[src/rtl/rv_muldiv_seq.sv]
`default_nettype none
// +-------------------------------------------------------------------------+
// | rv_muldiv_seq : sequential RV32M/RV64M multiply/divide, valid/ready I/O |
// | Revision 1.0                                                            |
// +-------------------------------------------------------------------------+
module rv_muldiv_seq #(
  parameter int XLEN      = 32,
  parameter int MUL_STEP  = 1,
  parameter bit EARLY_OUT = 1'b1
) (
  input  logic            i_clk,
  input  logic            i_reset_n,
  input  logic            i_flush,
  input  logic            i_valid,
  output logic            o_ready,
  input  logic [2:0]      i_funct3,
  input  logic [XLEN-1:0] i_op1,
  input  logic [XLEN-1:0] i_op2,
  input  logic [4:0]      i_rd,
  output logic            o_valid,
  input  logic            i_ready,
  output logic [XLEN-1:0] o_result,
  output logic [4:0]      o_rd,
  output logic            o_busy
);

  localparam int              CW       = $clog2(XLEN);
  localparam int              MW       = XLEN + MUL_STEP;
  localparam logic [CW-1:0]   MUL_LAST = CW'(XLEN / MUL_STEP - 1);
  localparam logic [CW-1:0]   DIV_LAST = CW'(XLEN - 1);
  localparam logic [XLEN-1:0] MIN_NEG  = {1'b1, {(XLEN-1){1'b0}}};

  typedef enum logic [1:0] {
    IDLE = 2'd0,
    CALC = 2'd1,
    FIX  = 2'd2,
    DONE = 2'd3
  } state_e;

  state_e            state_q;
  logic [2:0]        funct3_q;
  logic [4:0]        rd_q;
  logic [XLEN-1:0]   a_q;      // multiplicand (mul) or divisor (div) magnitude
  logic [2*XLEN-1:0] acc_q;    // mul: {partial product, multiplier}; div: low half dividend->quotient
  logic [XLEN-1:0]   rem_q;
  logic              neg_q;
  logic              early_q;
  logic [CW-1:0]     cnt_q;
  logic [XLEN-1:0]   result_q;

  logic            accept_d;
  logic            is_div_d;
  logic            sgn1_d;
  logic            sgn2_d;
  logic            zero1_d;
  logic            zero2_d;
  logic            ovf_d;
  logic            neg_d;
  logic            early_d;
  logic [XLEN-1:0] mag1_d;
  logic [XLEN-1:0] mag2_d;
  logic [XLEN-1:0] early_res_d;

  assign o_ready  = (state_q == IDLE) | ((state_q == DONE) & i_ready);
  assign accept_d = i_valid & o_ready;
  assign o_valid  = (state_q == DONE);
  assign o_busy   = (state_q == CALC) | (state_q == FIX);
  assign o_result = result_q;
  assign o_rd     = rd_q;

  always_comb begin
    is_div_d = i_funct3[2];
    sgn1_d   = i_op1[XLEN-1] & (is_div_d ? ~i_funct3[0] : (i_funct3[1:0] != 2'b11));
    sgn2_d   = i_op2[XLEN-1] & (is_div_d ? ~i_funct3[0] : ~i_funct3[1]);
    mag1_d   = sgn1_d ? -i_op1 : i_op1;
    mag2_d   = sgn2_d ? -i_op2 : i_op2;
    zero1_d  = (i_op1 == '0);
    zero2_d  = (i_op2 == '0);
    ovf_d    = is_div_d & ~i_funct3[0] & (i_op1 == MIN_NEG) & (&i_op2);
    // A zero divisor must yield an all-ones quotient even when not taking the early path.
    if (is_div_d) begin
      neg_d = i_funct3[1] ? sgn1_d : ((sgn1_d ^ sgn2_d) & ~zero2_d);
    end else begin
      neg_d = sgn1_d ^ sgn2_d;
    end
    early_d     = EARLY_OUT & (is_div_d ? (zero2_d | ovf_d) : (zero1_d | zero2_d));
    early_res_d = '0;
    if (is_div_d & zero2_d) begin
      early_res_d = i_funct3[1] ? i_op1 : '1;
    end else if (is_div_d & ovf_d) begin
      early_res_d = i_funct3[1] ? '0 : i_op1;
    end
  end

  logic [MUL_STEP-1:0] digit_d;
  logic [MW-1:0]       mul_sum_d;
  logic [XLEN:0]       div_sh_d;
  logic [XLEN:0]       div_trial_d;
  logic                div_ge_d;
  logic [2*XLEN-1:0]   acc_step_d;
  logic [XLEN-1:0]     rem_step_d;
  logic [2*XLEN-1:0]   prod_d;
  logic [XLEN-1:0]     quo_sel_d;
  logic [XLEN-1:0]     fix_res_d;

  always_comb begin
    digit_d     = acc_q[MUL_STEP-1:0];
    mul_sum_d   = {{MUL_STEP{1'b0}}, acc_q[2*XLEN-1:XLEN]} + MW'(a_q) * MW'(digit_d);
    div_sh_d    = {rem_q, acc_q[XLEN-1]};
    div_trial_d = div_sh_d - {1'b0, a_q};
    div_ge_d    = ~div_trial_d[XLEN];
    if (funct3_q[2]) begin
      acc_step_d = {acc_q[2*XLEN-1:XLEN], acc_q[XLEN-2:0], div_ge_d};
      rem_step_d = div_ge_d ? div_trial_d[XLEN-1:0] : div_sh_d[XLEN-1:0];
    end else begin
      acc_step_d = {mul_sum_d, acc_q[XLEN-1:MUL_STEP]};
      rem_step_d = rem_q;
    end
    prod_d    = neg_q ? -acc_q : acc_q;
    quo_sel_d = funct3_q[1] ? rem_q : acc_q[XLEN-1:0];
    if (funct3_q[2]) begin
      fix_res_d = neg_q ? -quo_sel_d : quo_sel_d;
    end else begin
      fix_res_d = (funct3_q[1:0] == 2'b00) ? prod_d[XLEN-1:0] : prod_d[2*XLEN-1:XLEN];
    end
  end

  always_ff @(posedge i_clk or negedge i_reset_n) begin
    if (!i_reset_n) begin
      state_q  <= IDLE;
      funct3_q <= '0;
      rd_q     <= '0;
      a_q      <= '0;
      acc_q    <= '0;
      rem_q    <= '0;
      neg_q    <= 1'b0;
      early_q  <= 1'b0;
      cnt_q    <= '0;
      result_q <= '0;
    end else if (i_flush) begin
      state_q <= IDLE;
    end else begin
      case (state_q)
        CALC: begin
          acc_q <= acc_step_d;
          rem_q <= rem_step_d;
          cnt_q <= cnt_q + CW'(1);
          if (cnt_q == (funct3_q[2] ? DIV_LAST : MUL_LAST)) begin
            state_q <= FIX;
          end
        end
        FIX: begin
          if (!early_q) begin
            result_q <= fix_res_d;
          end
          state_q <= DONE;
        end
        DONE: begin
          if (i_ready) begin
            state_q <= IDLE;
          end
        end
        default: begin
        end
      endcase
      // Trivial cases skip CALC; their result is already final when FIX passes through.
      if (accept_d) begin
        funct3_q <= i_funct3;
        rd_q     <= i_rd;
        neg_q    <= neg_d;
        early_q  <= early_d;
        cnt_q    <= '0;
        rem_q    <= '0;
        if (is_div_d) begin
          a_q   <= mag2_d;
          acc_q <= {{XLEN{1'b0}}, mag1_d};
        end else begin
          a_q   <= mag1_d;
          acc_q <= {{XLEN{1'b0}}, mag2_d};
        end
        if (early_d) begin
          result_q <= early_res_d;
          state_q  <= FIX;
        end else begin
          state_q <= CALC;
        end
      end
    end
  end

endmodule
`default_nettype wire
[config.mk]
export PLATFORM = sky130hd
export DESIGN_NAME = rv_muldiv_seq
export DESIGN_NICKNAME = d
export VERILOG_FILES = /design/src/rtl/rv_muldiv_seq.sv
export SDC_FILE = /design/constraint.sdc
export NUM_CORES = 1
export LEC_CHECK = 0
export BUFFER_PORTS_ARGS = -buffer_cell sky130_fd_sc_hd__buf_4
export CORE_MARGIN = 5
export CORE_UTILIZATION = 45
export CTS_CLUSTER_SIZE = 10
export DETAILED_ROUTE_END_ITERATION = 6
export PLACE_DENSITY = 0.59
export SLEW_MARGIN = 30
export SYNTH_ARGS = -nofsm -noshare
export SYNTH_HDL_FRONTEND = slang
export SYNTH_SLANG_ARGS = --single-unit
[constraint.sdc]
create_clock -name i_clk -period 4.6 [get_ports i_clk]
set_input_delay 0.92 -clock i_clk [delete_from_list [all_inputs] [get_ports i_clk]]
set_output_delay 0.92 -clock i_clk [all_outputs]
set_load 0.1 [all_outputs]
* Word level (Yosys, flattened, before mapping) *
Index checks and enable logic that the tools add are counted.

cells by class
  add/subtract/negate cells = 7
  $mul = 1
  equality and inequality tests = 9
  mux-type cells = 37
  bitwise logic cells = 20
  reduce and logical (&&, ||, !) cells = 13

operator list
  operator                                                                 number
  32-bit 2-to-1 mux                                                        20
  64-bit 2-to-1 mux                                                        4
  32-bit negation                                                          3
  32-bit zero test                                                         2
  64-bit negation                                                          1
  32-bit by 33-bit adder with 33-bit output                                1
  32-bit by 1-bit multiplier with 33-bit output                            1
  33-bit by 32-bit subtractor with 33-bit output                           1
  32-bit == test, second input constant                                    1
  32-bit AND reduction                                                     1
  1-bit bitwise AND                                                        10
  2-bit 2-to-1 mux                                                         5
  5-bit 2-to-1 mux                                                         2
  3-bit AND reduction                                                      3
  2-bit one-hot mux with 3 select lines                                    1
  5-bit by 1-bit adder with 5-bit output, second input constant            1
  5-bit == test, second input constant                                     1
  1-bit 2-to-1 mux                                                         5
  1-bit inverter                                                           5
  5-bit nonzero test                                                       1
  2-bit == test, second input constant                                     2
  2-bit zero test                                                          2
  4-bit by 2-bit inequality test with 1-bit output, second input constant  1
  4-bit by 3-bit inequality test with 1-bit output, second input constant  1
  other kinds (7)                                                          12

word-level totals
  flip-flop bits (word level) = 177
  input port bits = 77
  output and inout port bits = 40
  logic and storage cells = 98

* Longest topological paths before layout *
Gate-level depths: netlist (run 1).

  word-level depth = 9
  mapped depth = 18
  mapped depth without buffers = 14

* Least setup slack after synthesis (run 1) *
OpenSTA, ideal clock, no wires.

  path type = register to register
  from = register funct3_q[1]
  to = register result_q[24], in the netlist o_result[24]
  library setup time = 86 ps
  data arrival time = 3858 ps
  data required time = 4514 ps
  path slack = 656 ps
  cell stages (with the launch flop) = 19
  path buffers = 7
  clock period less this slack = 3944 ps
  path through = dfrtp_1 buf_4 buf_2 buf_2 buf_2 buf_2 buf_2 buf_2 mux2i_1 ha_1 o221ai_1 o21bai_1 o31ai_1 nand2_1 o21bai_1 xor2_1 a22oi_1 a21oi_1 nor3_1

between the ends
  cells in the longest elaborated chain, start to end = 8
  elaborated cells on any way between the ends = 10
  those cells by class = 1 x add/sub; 8 x mux; 1 x reduce/logical

ends and longest elaborated chain
  what                      RTL line  source
  start: declaration        41        logic [2:0] funct3_q;
  start signal: assignment  168       funct3_q <= i_funct3;
  32-bit 2-to-1 mux         120       quo_sel_d = funct3_q[1] ? rem_q : acc_q[XLEN-1:0];
  32-bit negation           122       fix_res_d = neg_q ? -quo_sel_d : quo_sel_d;
  32-bit 2-to-1 mux         122
  32-bit 2-to-1 mux *       121       if (funct3_q[2]) begin
  32-bit 2-to-1 mux *       153       if (!early_q) begin
  32-bit 2-to-1 mux *       143       case (state_q)
  32-bit 2-to-1 mux         181       if (early_d) begin
  32-bit 2-to-1 mux *       167       if (accept_d) begin
  end signal: assignment    154       result_q <= fix_res_d;
  end signal: assignment    182       result_q <= early_res_d;
  end: declaration          49        logic [XLEN-1:0] result_q;

Every way passes the cells marked *; elsewhere a longest branch is shown, timed or not.
A chain may end at the register's enable or synchronous reset.

* Worst setup path after layout (run 1) *
  from = register acc_q[31]
  to = register rem_q[30]

between the ends
  cells in the longest elaborated chain, start to end = 5

ends and longest elaborated chain
  what                                            RTL line  source
  start: declaration                              44        logic [2*XLEN-1:0] acc_q;
  start signal: assignment                        145       acc_q <= acc_step_d;
  start signal: assignment                        176       acc_q <= {{XLEN{1'b0}}, mag1_d};
  start signal: assignment                        179       acc_q <= {{XLEN{1'b0}}, mag2_d};
  33-bit by 32-bit subtractor with 33-bit output  110       div_trial_d = div_sh_d - {1'b0, a_q};
  32-bit 2-to-1 mux                               114       rem_step_d = div_ge_d ? div_trial_d[XLEN-1:0] : div_sh_d[XLEN-1:0];
  32-bit 2-to-1 mux                               112       if (funct3_q[2]) begin
  32-bit 2-to-1 mux                               143
  32-bit 2-to-1 mux                               167
  end signal: assignment                          146       rem_q <= rem_step_d;
  end: declaration                                45        logic [XLEN-1:0] rem_q;

Every way passes these cells. The select of a mux whose other input is x is not followed.

==> results of run 1 <==
worst paths after layout:
check | start | end | slack [ps] | cells after the start
min in group i_clk | o_rd[1] | o_rd[1] | 480 | 2
setup reg to reg | acc_q[31] | rem_q[30] | 480 | 15
max in group asynchronous | i_reset_n | rem_q[31] | 3180 | 3
hold reg to reg | o_rd[1] | o_rd[1] | 480 | 2
hold / removal | i_reset_n | o_result[27] | 310 | 1
setup / recovery | acc_q[31] | rem_q[30] | 480 | 15
kinds of logic (layout without fill, tap and decap cells):
family	count (synthesis)	count (layout)	share of synthesized area, %
muxes	94	94	5.751
AOI/OAI and AO/OA	692	692	25.96
and+or+nand+nor	718	718	20.29
other	0	1	0
buffers and inverters	204	271	4.898
xor gates and xnor gates	197	197	10.41
DFF	177	177	26.71
adders and majority gates	78	78	5.977
where the power goes:
part           leakage (nW)  switching (W)  internal (W)
registers              2.26       0.000727       0.00203
logic                  5.40        0.00472       0.00217
clock network         0.319       0.000725      0.000989
metal layers:
layer | track usage [%] | vias up
met4 | 13.65 | 6
met5 | 0 | -
li1 | - | 7888
met2 | 51.03 | 848
met3 | 7.011 | 157
met1 | 45.74 | 8244
sequential cells by signal (all words and copies together), names as in the netlist:
name and cells:
o_result 32, o_rd 5, state_q 2, rem_q 32, cnt_q 5, a_q 32
funct3_q 3, early_q 1, neg_q 1, acc_q 64
synth_stat cells, drive strengths merged (6+ instances only):
cell / instances / area share, %
a211oi: 39 / 1.8
a21o: 28 / 1.3
a21oi: 190 / 5.8
a221oi: 7 / 0.45
a22o: 6 / 0.32
a31oi: 21 / 0.79
and2: 14 / 0.53
and3: 16 / 0.60
buf: 33 / 1.0
clkbuf: 107 / 2.4
dfrtp: 177 / 27
ha: 76 / 5.7
inv: 63 / 1.4
mux2: 7 / 0.48
mux2i: 87 / 5.3
nand2: 254 / 5.8
nand2b: 18 / 0.68
nand3: 24 / 0.75
nand4: 14 / 0.53
nor2: 211 / 4.8
nor2b: 13 / 0.49
nor3: 70 / 2.1
nor3b: 12 / 0.60
nor4: 16 / 0.77
o211ai: 42 / 1.9
o21a: 9 / 0.41
o21ai: 219 / 6.6
o21bai: 17 / 0.77
o221ai: 11 / 0.62
o22a: 9 / 0.48
o22ai: 7 / 0.26
o31ai: 28 / 1.4
o41ai: 20 / 1.1
or2: 11 / 0.42
or3: 11 / 0.45
or4: 19 / 0.91
xnor2: 90 / 4.8
xor2: 107 / 5.7
cell type report:
| cell class | count | area [sq um] | area share [%] |
|---|---|---|---|
| multi-input cells | 1779 | 11370 | 60.91 |
| flip-flops and latches | 177 | 4436 | 23.76 |
| repair buffers | 176 | 1374 | 7.361 |
| well taps | 468 | 585.6 | 3.137 |
| clock buffers | 18 | 439.2 | 2.353 |
| inverters | 64 | 240.2 | 1.287 |
| clock inverters | 13 | 219.0 | 1.173 |
| diodes | 1 | 2.502 | 0.01341 |
stage by stage:
step           hold WS [ps]  worst slack [ps]
2_1_floorplan         449.8             656.0
3_3_place_gp          459.8             117.2
3_5_place_dp          464.0             372.9
4_1_cts               481.6             499.9
5_1_grt               309.6             295.1
6_report              305.9             477.7
worst max-delay path, cell delays in order, from the launching register on:
cell      delay [ps]
dfrtp_1          510
inv_1            120
ha_1             180
inv_1             60
fa_1             390
a21o_1           230
a221oi_2         310
nand3_1          160
a31o_1           270
a221oi_2         350
o31ai_1          260
a31oi_1          320
xnor2_2          210
buf_4            250
nor2_1            70
a221o_1          300
==> flow_summary.yaml, run 1 <==
outcome:
  run_status: "finished clean"
place:
  place.gp.congestion: 1.018
  portBuffers: 116
  placed_cell_area_sq_um: 17970
  placed_cells: 2663
  dpl.hpwl_mm: 54.54
sta:
  setup_tns_ps: 0
  fmax_mhz: 242.6
  slew_headroom_pct: 31.76
  worst_pin_slew_ps: 1021
  skew_ps: 19.63
  rsz0062_at_grt: "false"
  slew_viol_final: 0
  finalCritPeriodShare_pct: 89.61
  finalHoldViolations: 0
  min_period_ps: 4122
  finalSetupViolations: 0
clock_network:
  clk_pin_slew_worst_paths_ps: 80
  numClockSinks: 177
  cts_buffers: 17
  cts.htree.levels: 4
  clkLatencyLatePin_ps: 470
  ctsLongestPathBuffers: 2
  ctsHoldBuffers: 0
  cts_resized: 0
  root_buffer: "clkbuf_16"
  cts_tree: "built"
  post_cts_buffers: 0
detailed_routing:
  wl_met1_mm: 29.33
  drtAntennaViolNets: 0
  viasPerCell: 6.359
  route.met3.wl_mm: 6.371
  dr.pass1.iters: 6
  wl_met2_mm: 30.87
  via_count: 17140
  wl_mm: 69.76
  drc: 0
  drt_iter0_markers: 1776
  top_layer_used: "met5"
  wl_per_cell_microns: 25.88
setup_path:
  path_class: "flip-flop to flip-flop"
  critPathRequiredTime_ps: 4950
  critPathMaxFanout: 10
  cp.arrival_ps: 4470
  timing.critical_path.to_type: "flip-flop"
  start_kind: "flip-flop"
cells_and_area:
  stdcell_area_sq_um: 18660
  fill_cells: 3630
  fin_util_pct: 51.10
  area_delta_synth_final_pct: 12.57
  drive_gt1_share_pct: 11.54
  final_nets: 2370
  layout.cells.non_filler: 2696
  final_common_cell: "nand2_1"
  layout_common_cells: "253 x nand2_1, 209 x nor2_1, 189 x a21oi_1"
global_route:
  grt_pass1_wl_mm: 103.5
  grt_max_degree: 102
  grt_remaining_overflow: 0
  grt_pass1_vias: 16190
  grt_antenna_before_repair: 6
  grt_use_total_pct: 33.26
floorplan:
  design.die.area_sq_um: 40780
  die_h_microns: 201.9
  core_area_sq_um: 36520
  io_pins: 117
  die_w_microns: 201.9
  rows: 70
  start_util_pct: 45.40
synthesis:
  ys.flop_type: "dfrtp_1"
  ys_types: 90
  syn_inst: 2160
  synth_edf_count: 0
  synth.avg_cell_area_sq_um: 7.676
  yosysWarningCount: 0
  synthArstFlopShare_pct: 100.0
  synth-seq-cells: 177
  syn_nets: 2315
  syn-cell-area_sq_um: 16580
  yosysSeqAreaShare_pct: 26.71
power:
  leakagePower_nw: 7.980
  power_w: 0.01137
  powerDensity_nw_per_um2: 609.2
  ir_drop_mv: 0.7196
job:
  max_cap_violations: 0
min_path:
  holdCritPathClass: "input port to async pin"
No activity file was read; power rests on OpenSTA's default activity.
==> run 2: changes to the inputs <==
--- a/config.mk
+++ b/config.mk
@@ -7,10 +7,11 @@
 export LEC_CHECK = 0
 export BUFFER_PORTS_ARGS = -buffer_cell sky130_fd_sc_hd__buf_4
 export CORE_MARGIN = 5
-export CORE_UTILIZATION = 45
+export CORE_UTILIZATION = 40
 export CTS_CLUSTER_SIZE = 10
 export DETAILED_ROUTE_END_ITERATION = 6
-export PLACE_DENSITY = 0.59
+export GPL_ROUTABILITY_DRIVEN = 0
+export PLACE_DENSITY = 0.54
 export SLEW_MARGIN = 30
 export SYNTH_ARGS = -nofsm -noshare
 export SYNTH_HDL_FRONTEND = slang
==> flow_summary.yaml, run 2 (synthesis gave the netlist of run 1 again) <==
sta:
  rsz0062_at_grt: "false"
  finalHoldViolations: 0
  finalCritPeriodShare_pct: 94.11
  fmax_mhz: 231.0
  finalSetupViolations: 0
  worst_pin_slew_ps: 953.0
  slew_viol_final: 0
  skew_ps: 12.79
  min_period_ps: 4329
  setup_tns_ps: 0
  slew_headroom_pct: 35.63
global_route:
  grt_max_degree: 78
  grt_antenna_before_repair: 1
  grt_pass1_wl_mm: 99.95
  grt_use_total_pct: 29.25
  grt_pass1_vias: 16010
  grt_remaining_overflow: 0
setup_path:
  timing.critical_path.to_type: "flip-flop"
  start_kind: "flip-flop"
  r2r_end: "rem_q[26]"
  critPathRequiredTime_ps: 5010
  rr_worst_depth: 14
  cp.arrival_ps: 4740
  critPathMaxFanout: 17
  timing.rr.start: "acc_q[31]"
  path_class: "flip-flop to flip-flop"
  rrSetupSlack_ps: 270
floorplan:
  core_area_sq_um: 40920
  die_h_microns: 213.6
  die_w_microns: 213.6
  design.die.area_sq_um: 45620
  io_pins: 117
  rows: 74
  start_util_pct: 40.51
power:
  leakagePower_nw: 8.027
  powerDensity_nw_per_um2: 596.1
  ir_drop_mv: 0.4952
outcome:
  run_status: "finished clean"
job:
  max_cap_violations: 0
detailed_routing:
  via_count: 16890
  dr.pass1.iters: 6
  drtAntennaViolNets: 0
  viasPerCell: 6.092
  wl_per_cell_microns: 24.26
  wl_mm: 67.24
  drt_iter0_markers: 1668
  drc: 0
cells_and_area:
  fin_util_pct: 46.00
  final_common_cell: "nand2_1"
  regMostFlops: "acc_q"
  layout_common_cells: "253 x nand2_1, 208 x nor2_1, 189 x a21oi_1"
  antenna_cells: 0
  final_nets: 2382
  drive_gt1_share_pct: 12.01
  fill_cells: 4134
  largest_reg_flops: 64
  area_delta_synth_final_pct: 13.55
clock_network:
  numClockSinks: 177
  clk_pin_slew_worst_paths_ps: 70
  root_buffer: "clkbuf_16"
  cts.htree.levels: 4
  post_cts_buffers: 0
  clkLatencyLatePin_ps: 510
  cts_buffers: 17
  cts_tree: "built"
  ctsLongestPathBuffers: 2
place:
  portBuffers: 116
  dpl.hpwl_mm: 52.53
min_path:
  holdCritPathClass: "input port to async pin"
==> run 2: how the worst max path moves through the flow <==
| stage | start | to | slack, ps | depth (start not counted) |
|---|---|---|---|---|
| 2_1_floorplan | funct3_q[1] | o_result[24] | 660 | 18 |
| 6_report | acc_q[31] | rem_q[26] | 270 | 14 |
| 3_5_place_dp | i_op2[2] | o_result[25] | 210 | 11 |
| 4_1_cts | acc_q[31] | rem_q[25] | 240 | 14 |
| 5_1_grt | acc_q[31] | rem_q[12] | 110 | 15 |
| 3_3_place_gp | i_op2[2] | o_result[25] | 240 | 11 |
==> run 2: timing repair <==
action                                 CTS  global route
endpoints found under the hold margin    0             0
resized for setup                        0             1
setup endpoints to repair                0             1
hold buffers                             0             0
==> run 2: critical path, cell delays in order (launching register included) <==
cell      delay (ps)
dfrtp_1          450
inv_1            270
ha_1             230
inv_1             60
fa_1             400
a21o_1           220
a221oi_2         250
nand3_1          150
a31o_1           270
a221oi_2         350
o31ai_1          260
a31oi_2          340
xnor2_4          330
nand2_2          350
o221ai_1         290
==> run 2: through the flow <==
step,hold slack (ps),total power (W),cell area [sq um],instances,setup WS (ps)
floorplan,449.8,0.007408,16580,2160,656.0
global placement,460.7,0.009427,18160,2739,242.6
detailed placement,468.8,0.009474,18170,2739,205.7
CTS,450.8,0.01117,18790,2771,241.6
global route,475.1,0.01186,18830,2772,107.0
finish,404.8,0.01122,18830,2772,270.9
==> run 2: final cells by class <==
class / count / area, sq um / area share [%]
Tap cell: 532 / 665.6 / 3.536
Clock buffer: 22 / 464.2 / 2.466
Sequential cell: 177 / 4436 / 23.56
Timing Repair Buffer: 188 / 1463 / 7.769
Inverter: 64 / 240.2 / 1.276
Clock inverter: 10 / 156.4 / 0.8308
Multi-Input combinational cell: 1779 / 11400 / 60.56
==> run 2: report_power, final <==
group          internal [W]  total (W)  switching (W)
clock network      0.000935    0.00167       0.000730
logic               0.00221    0.00684        0.00463
registers           0.00203    0.00272       0.000683
==> run 2: metal layers <==
metal  part of all wire, %  global-route usage [%]  vias to the layer above
met1                    43                   39.31                     8096
li1                      -                       -                     7895
met4                   5.7                   15.46                        0
met5                     0                       0                        -
met2                    44                   44.66                      744
met3                   7.7                   5.764                      153
==> run 3: changes to the inputs <==
==> constraint.sdc (replaced) <==
create_clock -name i_clk -period 4.1 [get_ports i_clk]
set_input_delay 0.82 -clock i_clk [delete_from_list [all_inputs] [get_ports i_clk]]
set_output_delay 0.82 -clock i_clk [all_outputs]
set_load 0.1 [all_outputs]
==> flow_summary.yaml, run 3 (synthesis gave the netlist of run 1 again) <==
sta:
  rsz0062_at_grt: "false"
  min_period_ps: 3928
  setup_tns_ps: 0
  skew_ps: 11.37
  slew_headroom_pct: 27.10
  worst_pin_slew_ps: 1091
  slew_viol_final: 0
  fin_ws_ps: 172.3
  finalCritPeriodShare_pct: 95.80
  finalHoldViolations: 0
  fmax_mhz: 254.6
  finalSetupViolations: 0
clock_network:
  cts_tree: "built"
  clkLatencyLatePin_ps: 470
  cts_buffers: 17
  cts.htree.levels: 4
  ctsLongestPathBuffers: 2
  clk_pin_slew_worst_paths_ps: 80
  root_buffer: "clkbuf_16"
  ctsHoldBuffers: 0
  numClockSinks: 177
global_route:
  grt_pass1_vias: 15510
  grt_pass1_wl_mm: 99.29
  grt_remaining_overflow: 0
  grt_antenna_before_repair: 1
  grt_max_degree: 98
  grt_use_total_pct: 28.73
cells_and_area:
  antenna_cells: 0
  final_nets: 2414
  drive_gt1_share_pct: 13.38
  regMostFlops: "acc_q"
  fill_cells: 4085
  area_delta_synth_final_pct: 15.24
  seq_area_sq_um: 4437
  layout_common_cells: "253 x nand2_1, 214 x buf_4, 209 x nor2_1"
  stdcell_area_sq_um: 19110
  largest_reg_flops: 64
  final_common_cell: "nand2_1"
  multi_input_area_sq_um: 11390
detailed_routing:
  wl_mm: 67.06
  dr.pass1.iters: 6
  drtAntennaViolNets: 0
  drc: 0
  drt_iter0_markers: 1827
  viasPerCell: 6.062
  wl_per_cell_microns: 23.92
  via_count: 17000
outcome:
  run_status: "finished clean"
floorplan:
  core_area_sq_um: 40920
  die_w_microns: 213.6
  rows: 74
  io_pins: 117
  start_util_pct: 40.51
  design.die.area_sq_um: 45620
  die_h_microns: 213.6
setup_path:
  crit_cells: 15
  crit_path_cell_trace: "inv_1 > ha_1 > inv_1 > fa_1 > a21o_1 > a221oi_2 > nand3_1 > a31o_1 > a221oi_2 > o31ai_1 > a31oi_1 > xnor2_2 > buf_12 > mux2i_1 > o21ai_1"
  critPathRequiredTime_ps: 4440
  critPathMaxFanout: 16
  cp.arrival_ps: 4260
  cp_slowest_cell: "fa_1"
  timing.critical_path.to_type: "flip-flop"
  critPathMaxStageDelay_ps: 410
  cp_num_buf_inv: 3
  critPathTopFamily: "compound AO/OA/AOI/OAI gates"
  path_class: "flip-flop to flip-flop"
  rr_worst_depth: 15
  start_kind: "flip-flop"
power:
  leakagePower_nw: 8.209
  ir_drop_mv: 0.5109
  powerDensity_nw_per_um2: 668.1
place:
  place_ws_ps: 163.8
  placed_cell_area_sq_um: 18410
  dpl.hpwl_mm: 52.60
  portBuffers: 116
job:
  max_cap_violations: 0
min_path:
  holdCritPathClass: "input port to async pin"
==> run 3: path summary, 6_finish.rpt <==
path | startpoint | endpoint | slack (ps)
max in group asynchronous | i_reset_n | acc_q[2] | 2820
worst min register to register | a_q[18] | a_q[18] | 480
worst min-delay path | i_reset_n | acc_q[62] | 410
worst max register to register | acc_q[31] | rem_q[3] | 170
min in group i_clk | a_q[18] | a_q[18] | 480
worst max-delay path | acc_q[31] | rem_q[3] | 170
==> run 3: timing repair <==
| item | in CTS | in global routing |
|---|---|---|
| hold endpoints to repair | 0 | 0 |
| setup endpoints to repair | 0 | 4 |
| resized for setup | 0 | 4 |
| buffers inserted | 0 | 2 |
==> run 3: routing by layer <==
layer  vias up  global-route usage (%)  routed length (microns)
li1       7963                       -                        -
met1      8201                   40.38                    29390
met2       721                   44.88                    30040
met3       112                   4.009                     4703
met4         0                   11.47                     2932
met5         -                       0                        0
==> run 3: per-stage QoR <==
stage	util, %	std cells	hold WS, ps	power [W]
2_1_floorplan	-	2160	449.8	0.008311
3_3_place_gp	44.98	2769	459.7	0.01068
3_5_place_dp	44.98	2769	464.5	0.01075
4_1_cts	46.56	2801	483.8	0.01268
5_1_grt	46.69	2804	479.1	0.01344
6_report	46.69	2804	414.5	0.01277
==> run 3: layout make-up <==
class	instances	area share [%]
multi-input combinational	1779	59.59
clock buffer	20	2.443
inverter	64	1.277
sequential	177	23.22
timing repair buffer	220	9.050
tap	532	3.484
clock inverter	12	0.9364
==> run 3: power by group <==
group          internal, W  switching, W  total (W)  leakage [nW]
sequential         0.00229      0.000653    0.00294          2.26
combinational      0.00257       0.00536    0.00793          5.64
clock              0.00107      0.000828    0.00190         0.309
total              0.00593       0.00684     0.0128          8.21
